[config.mk]
export PLATFORM = sky130hd
export DESIGN_NAME = artau_multi_pulse
export DESIGN_NICKNAME = d
export VERILOG_FILES = /design/src/rtl/artau_pkg.sv /design/src/rtl/artau_tof_timer.sv /design/src/rtl/artau_multi_pulse.sv
export SDC_FILE = /design/constraint.sdc
export NUM_CORES = 1
export LEC_CHECK = 0
export CAP_MARGIN = 20
export CORE_ASPECT_RATIO = 0.7
export CORE_MARGIN = 3
export CORE_UTILIZATION = 55
export CTS_CLUSTER_DIAMETER = 200
export DETAILED_ROUTE_END_ITERATION = 12
export PLACE_DENSITY = 0.81
export SETUP_SLACK_MARGIN = 0.1
export SYNTH_ARGS = -nofsm -noshare
export SYNTH_HDL_FRONTEND = slang
export SYNTH_SLANG_ARGS = --single-unit
[constraint.sdc]
create_clock -name CLK -period 7.67 [get_ports CLK]
set_input_delay 1.1505 -clock CLK [delete_from_list [all_inputs] [get_ports CLK]]
set_output_delay 1.1505 -clock CLK [all_outputs]
set_load 0.02 [all_outputs]
[src/rtl/artau_pkg.sv]
// Shared types and helpers for the multi-pulse radar target acquisition unit.
package artau_pkg;

  typedef enum logic [1:0] {
    IDLE   = 2'd0,
    EMIT   = 2'd1,
    LISTEN = 2'd2,
    ASSESS = 2'd3
  } artau_state_e;

  // Half the speed of light, in metres per microsecond (round trip folded in).
  localparam int unsigned C_HALF_LIGHT_M_PER_US = 150;

  // Round-trip time of flight in clock cycles -> one-way distance in metres.
  function automatic logic [63:0] tof_to_metres(input logic [31:0] tof_cycles,
                                                input logic [31:0] clk_period_us);
    return 64'(tof_cycles) * 64'(clk_period_us) * 64'(C_HALF_LIGHT_M_PER_US);
  endfunction

endpackage

[src/rtl/artau_tof_timer.sv]
// Loadable up-counter with a terminal-count compare, shared by every timed phase.
module artau_tof_timer #(
  parameter int unsigned CNT_W = 6
) (
  input  logic             clk_i,
  input  logic             rst_i,
  input  logic             en_i,
  input  logic             load_i,
  input  logic [CNT_W-1:0] load_val_i,
  input  logic [CNT_W-1:0] limit_i,
  output logic [CNT_W-1:0] cnt_o,
  output logic             tc_o
);

  logic [CNT_W-1:0] cnt_q, cnt_d;

  // Load has priority over counting so a phase change always starts clean.
  always_comb begin
    cnt_d = cnt_q;
    if (load_i) begin
      cnt_d = load_val_i;
    end else if (en_i) begin
      cnt_d = cnt_q + CNT_W'(1);
    end
  end

  // Counter register.
  always_ff @(posedge clk_i or posedge rst_i) begin
    if (rst_i) begin
      cnt_q <= '0;
    end else begin
      cnt_q <= cnt_d;
    end
  end

  assign cnt_o = cnt_q;
  assign tc_o  = (cnt_q == limit_i);

endmodule

[src/rtl/artau_multi_pulse.sv]
// N-pulse radar scan controller: emit, listen for echo, convert time of flight
// to metres, and flag an approaching target inside the safe distance.
module artau_multi_pulse
  import artau_pkg::*;
#(
  parameter int unsigned CLK_PERIOD_US   = 50,
  parameter int unsigned EMIT_CYCLES     = 6,
  parameter int unsigned LISTEN_CYCLES   = 40,
  parameter int unsigned STATUS_CYCLES   = 60,
  parameter int unsigned PULSES_PER_SCAN = 2,
  parameter int unsigned DIST_W          = 32
) (
  input  logic                                   CLK,
  input  logic                                   RST,
  input  logic                                   radar_echo,
  input  logic                                   scan_for_target,
  input  logic                                   continuous_mode,
  input  logic [DIST_W-1:0]                      max_safe_distance,
  output logic                                   radar_pulse_trigger,
  output logic [DIST_W-1:0]                      distance_to_target,
  output logic                                   threat_detected,
  output logic [1:0]                             ARTAU_state,
  output logic [$clog2(PULSES_PER_SCAN+1)-1:0]   pulse_index,
  output logic [7:0]                             scan_timeout_count
);

  localparam int unsigned PI_W    = $clog2(PULSES_PER_SCAN + 1);
  localparam int unsigned MAX_ES  = (EMIT_CYCLES > STATUS_CYCLES) ? EMIT_CYCLES : STATUS_CYCLES;
  localparam int unsigned MAX_CNT = (LISTEN_CYCLES > MAX_ES) ? LISTEN_CYCLES : MAX_ES;
  localparam int unsigned CNT_W   = $clog2(MAX_CNT + 1);

  artau_state_e      state_q, state_d;
  logic              trig_q, trig_d;
  logic [DIST_W-1:0] dist_q, dist_d;
  logic              thr_q, thr_d;
  logic [PI_W-1:0]   pidx_q, pidx_d;
  logic [7:0]        tmo_q, tmo_d;
  logic              echo_q;

  logic              echo_edge;
  logic              more_pulses;
  logic [DIST_W-1:0] new_dist;

  logic              tm_en, tm_load, tm_tc;
  logic [CNT_W-1:0]  tm_load_val, tm_limit, tm_cnt;

  artau_tof_timer #(.CNT_W(CNT_W)) u_timer (
    .clk_i      (CLK),
    .rst_i      (RST),
    .en_i       (tm_en),
    .load_i     (tm_load),
    .load_val_i (tm_load_val),
    .limit_i    (tm_limit),
    .cnt_o      (tm_cnt),
    .tc_o       (tm_tc)
  );

  // Only a rising echo edge seen while listening counts as a return.
  assign echo_edge   = (state_q == LISTEN) && radar_echo && !echo_q;
  assign more_pulses = (32'(pidx_q) + 32'd1) < PULSES_PER_SCAN;
  // The listen counter starts at 1, so its value is the time of flight directly.
  assign new_dist    = DIST_W'(tof_to_metres(32'(tm_cnt), CLK_PERIOD_US));

  // The single timer's terminal count depends on which phase is using it.
  always_comb begin
    tm_limit = '0;
    case (state_q)
      EMIT:    tm_limit = CNT_W'(EMIT_CYCLES - 1);
      LISTEN:  tm_limit = CNT_W'(LISTEN_CYCLES);
      ASSESS:  tm_limit = CNT_W'(STATUS_CYCLES - 1);
      default: tm_limit = '0;
    endcase
  end

  // State register.
  always_ff @(posedge CLK or posedge RST) begin
    if (RST) begin
      state_q <= IDLE;
    end else begin
      state_q <= state_d;
    end
  end

  // Next-state logic; an echo on the last listen cycle beats the timeout.
  always_comb begin
    state_d = state_q;
    case (state_q)
      IDLE:    if (scan_for_target) state_d = EMIT;
      EMIT:    if (tm_tc) state_d = LISTEN;
      LISTEN: begin
        if (echo_edge) begin
          state_d = more_pulses ? EMIT : ASSESS;
        end else if (tm_tc) begin
          state_d = IDLE;
        end
      end
      ASSESS: begin
        if (tm_tc) begin
          state_d = (continuous_mode && scan_for_target) ? EMIT : IDLE;
        end
      end
      default: state_d = IDLE;
    endcase
  end

  // Output and timer-control logic for each phase transition.
  always_comb begin
    trig_d      = trig_q;
    dist_d      = dist_q;
    thr_d       = thr_q;
    pidx_d      = pidx_q;
    tmo_d       = tmo_q;
    tm_load     = 1'b0;
    tm_load_val = '0;
    tm_en       = 1'b0;
    case (state_q)
      IDLE: begin
        if (scan_for_target) begin
          trig_d  = 1'b1;
          pidx_d  = '0;
          tm_load = 1'b1;
        end
      end
      EMIT: begin
        if (tm_tc) begin
          trig_d      = 1'b0;
          tm_load     = 1'b1;
          tm_load_val = CNT_W'(1);
        end else begin
          tm_en = 1'b1;
        end
      end
      LISTEN: begin
        if (echo_edge) begin
          dist_d  = new_dist;
          pidx_d  = pidx_q + PI_W'(1);
          tm_load = 1'b1;
          if (more_pulses) begin
            trig_d = 1'b1;
          end else begin
            // dist_q still holds the previous echo of this scan at this point.
            thr_d = (new_dist < dist_q) && (new_dist < max_safe_distance);
          end
        end else if (tm_tc) begin
          pidx_d = '0;
          thr_d  = 1'b0;
          tmo_d  = (tmo_q == 8'hFF) ? tmo_q : tmo_q + 8'd1;
        end else begin
          tm_en = 1'b1;
        end
      end
      ASSESS: begin
        if (tm_tc) begin
          pidx_d  = '0;
          tm_load = 1'b1;
          if (continuous_mode && scan_for_target) begin
            trig_d = 1'b1;
          end
        end else begin
          tm_en = 1'b1;
        end
      end
      default: ;
    endcase
  end

  // Registered outputs, statistics and the echo edge register.
  always_ff @(posedge CLK or posedge RST) begin
    if (RST) begin
      trig_q <= 1'b0;
      dist_q <= '0;
      thr_q  <= 1'b0;
      pidx_q <= '0;
      tmo_q  <= 8'd0;
      echo_q <= 1'b0;
    end else begin
      trig_q <= trig_d;
      dist_q <= dist_d;
      thr_q  <= thr_d;
      pidx_q <= pidx_d;
      tmo_q  <= tmo_d;
      echo_q <= radar_echo;
    end
  end

  assign radar_pulse_trigger = trig_q;
  assign distance_to_target  = dist_q;
  assign threat_detected     = thr_q;
  assign ARTAU_state         = state_q;
  assign pulse_index         = pidx_q;
  assign scan_timeout_count  = tmo_q;

endmodule

==> results_dict.tcl <==
set metrics [dict create \
    tns_ns 0 \
    grt_pass1_vias 4153 \
    clockBufferDepth 2 \
    grt_pass1_wl_um 19730 \
    cts.reportedPaths.clkPinSlew_ns 0.06 \
    setup_ws_ns 0.5113 \
    grt-busiest-layer "met2" \
    cp_data_arrival_time_ns 7.37 \
    fmax_mhz 139.7 \
    met1_usage 0.3431 \
    swShare 0.2216 \
    io-pin-count 83 \
    hold_viol 0 \
    cts.sinks 39 \
    yosys_most_used_dff "dfrtp_1" \
    final-max-slew-violation-count 0 \
    tightest_slew_ns 0.6631 \
    critPathSlowestCell "fa_1" \
    synthDistinctLibCells 59 \
    gr-usage-met2 0.4037 \
    cp-end-kind "flip-flop" \
    synth.top_cell.area_share 0.2728 \
    core_region_area_mm2 0.008108 \
    total_power_mw 0.4884 \
    ys_top_cells_by_area "ha_1 27%, dfrtp_1 21%, inv_1 6.5%" \
    path_buf_inv 3 \
    antenna_cells 0 \
    dp_hpwl_um 9346 \
    setup_viol 0 \
    period_needed_ns 7.159 \
    num_vias 4025 \
    crit_required_ns 7.88 \
    fillers 656 \
    power.density_mw_per_mm2 86.78 \
    synth_area_mm2 0.004723 \
    detail-route-antenna-nets 0 \
    routed_wl_um 11520 \
    crit_path_max_fanout 10 \
    ir_drop_v 0.00008470 \
    stdcell_area_mm2 0.005628 \
    initial_core_util 0.5826 \
    synth_edf_count 0 \
    multi_input_area_mm2 0.003349 \
    status "complete, no violations" \
    cts_root_buffer "clkbuf_16" \
    firstDrtPassIters 5 \
    ys_seq_area_frac 0.2066 \
    clk_latency_ns 0.29 \
    drive_above_1_share 0.04188 \
    met3_usage 0.03696 \
    wire_per_inst_um 16.50 \
    synth_warnings 0 \
    reg2reg_slack_ns 0.51 \
    die_area_mm2 0.009754 \
    async_flop_share 1.000 \
    timing.hold.ws_ns 0.5143 \
    path_common_cell "ha_1" \
    grt_max_degree 40 \
    fin_nets 750 \
    htreeDepth 2 \
    port_buffers 68 \
    drc 0 \
    comb_power_share 0.089 \
    cts_hold_buffers 0 \
    critPathTopFamily "adder cells" \
    yosysTopAreaCell "ha_1" \
    hold_path.class "flip-flop to flip-flop" \
    path_class "flip-flop to flip-flop" \
    cts_inserted_buffers 5 \
    tritoncts "done" \
    regArea_um2 978.4 \
    pwr-share-seq 0.422 \
    drtIter0Drc 259 \
    fp-row-count 27 \
    p_leak_nw 2.958 \
    routed_via_density 5.766 \
    pre_cts_ws_ns 0.4789 \
    switching_power_mw 0.1082 \
    rsz0062_at_grt "no" \
    start_kind "flip-flop" \
    ys_ff_latch 39 \
    internal_power_mw 0.3802 \
    skew_ns 0.004981 \
    grt_use_total 0.2467 \
    grt-ovfl-total 0 \
    die_x_um 116.8 \
    area_growth_pct 19.15 \
    critical_path.max_stage_delay_ns 0.55 \
    fin_crit_sh 0.9333 \
    die_y_um 83.54 \
    antenna_found_initial 0 \
    dpl-instance-area_mm2 0.005446 \
    syn_inst 529 \
    postSynthAreaPerCell_um2 8.929 \
    slew_headroom 0.5579 \
    drv_cap 0 \
    gp_congestion 0.8929 \
    clock_power_share 0.488 \
]
cells by family (layout without fill, tap and decap cells):
logic type | after synthesis | count (layout) | share of synthesized area
adders and majority gates | 116 | 116 | 0.3279
DFF | 39 | 39 | 0.2066
muxes | 6 | 6 | 0.01430
buffers and inverters | 105 | 160 | 0.09801
xor gates and xnor gates | 31 | 31 | 0.05748
AOI/OAI and AO/OA | 120 | 120 | 0.1703
and+or+nand+nor | 111 | 111 | 0.1245
other | 1 | 14 | 0.0007939
routing by layer:
layer | vias up | wire length, um
met5 | - | 0
met4 | 0 | 99
met3 | 12 | 469
met2 | 113 | 5554
met1 | 1944 | 5394
li1 | 1956 | -
final timing paths:
path	start	end	cells past startpoint
max in group asynchronous	RST	u_timer.cnt_o[0]	3
min reg2reg	scan_timeout_count[5]	scan_timeout_count[5]	1
min	scan_timeout_count[5]	scan_timeout_count[5]	1
max reg2reg	u_timer.cnt_o[1]	threat_detected	26
min in group asynchronous	RST	ARTAU_state[0]	3
max	u_timer.cnt_o[1]	threat_detected	26
worst register-to-register path, cell delays in order (launching register included):
cell and delay [ns]:
dfrtp_2 0.49, ha_1 0.33, ha_1 0.37, ha_1 0.35
ha_1 0.32, a21o_1 0.19, a21oi_1 0.22, xnor2_1 0.21
inv_1 0.14, ha_1 0.32, ha_1 0.30, fa_1 0.55
inv_1 0.06, fa_1 0.49, inv_1 0.04, ha_1 0.35
and4_1 0.21, o2111ai_1 0.12, o211a_1 0.21, xnor2_1 0.33
ha_1 0.32, and3_1 0.19, a221oi_1 0.31, o221ai_1 0.16
a21oi_1 0.17, o211a_1 0.18, a2bb2oi_1 0.15
synth_stat cells, types with 3 or more instances:
library cell / n
ha_1: 103
inv_1: 82
dfrtp_1: 39
a21oi_1: 33
nand2_1: 32
nor2_1: 21
xnor2_1: 21
buf_4: 15
o21ai_0: 15
a21o_1: 13
fa_1: 13
o21ai_1: 10
xor2_1: 10
nand4_1: 8
and3_1: 7
a211oi_1: 6
o21a_1: 6
mux2_2: 5
nand2b_1: 5
nand3_1: 5
nor2b_1: 5
nor3_1: 5
nor4_1: 5
buf_2: 4
o221ai_1: 4
and2_1: 3
clkbuf_1: 3
nor3b_1: 3
o2111ai_1: 3
o21bai_1: 3
o22ai_1: 3
or3_1: 3
power by group through the flow:
stage / Clock, mW / Combinational, mW / Sequential, mW
finish: 0.239 / 0.0436 / 0.206
global route: 0.252 / 0.0485 / 0.206
CTS: 0.241 / 0.0437 / 0.206
detailed placement: 0 / 0.0434 / 0.210
global placement: 0 / 0.0423 / 0.210
floorplan: 0 / 0.0254 / 0.210
placed cells by master, fill, tap and decap left out, types with 3 or more instances in the layout:
cell,instances
mux2_2,5
conb_1,14
nand2b_1,5
o221ai_1,4
o21ai_0,15
xnor2_1,21
dfrtp_1,37
a21oi_1,32
nand4_1,8
fa_1,13
a211oi_1,5
and3_1,7
and2_1,3
nand2_1,32
o2111ai_1,3
nor2b_1,5
buf_4,3
o22ai_1,3
clkbuf_16,5
clkdlybuf4s50_1,68
xor2_1,9
o21a_1,6
nor3b_1,3
o21ai_1,10
nand3_1,5
o21bai_1,3
nor3_1,5
nor2_1,21
or3_1,3
inv_1,82
a21o_1,13
ha_1,103
nor4_1,5
per-stage QoR:
stage	utilization	std cells
floorplan	-	542
finish	0.6941	698
global route	0.6941	698
detailed placement	0.6718	691
CTS	0.6918	698
global placement	0.6718	691
registers in the layout, summed over array words and instances, names as in the netlist:
| register | flops |
|---|---|
| ARTAU_state | 2 |
| distance_to_target | 18 |
| echo_q | 1 |
| pulse_index | 2 |
| radar_pulse_trigger | 1 |
| scan_timeout_count | 8 |
| threat_detected | 1 |
| u_timer.cnt_o | 6 |
final cells by class:
cell class	instances	area share
Multi-Input combinational cell	398	0.5952
Inverter	82	0.05469
Timing Repair Buffer	71	0.1249
Tap cell	101	0.02245
Clock inverter	2	0.006670
Sequential cell	39	0.1739
Clock buffer	5	0.02223
what timing repair did:
action | CTS | global route
gates resized for setup | 0 | 5
endpoints found under the hold margin | 0 | 0
endpoints found under the setup margin | 0 | 1
setup buffers | 0 | 0
Note: power is estimated with default switching activity, not from simulation.
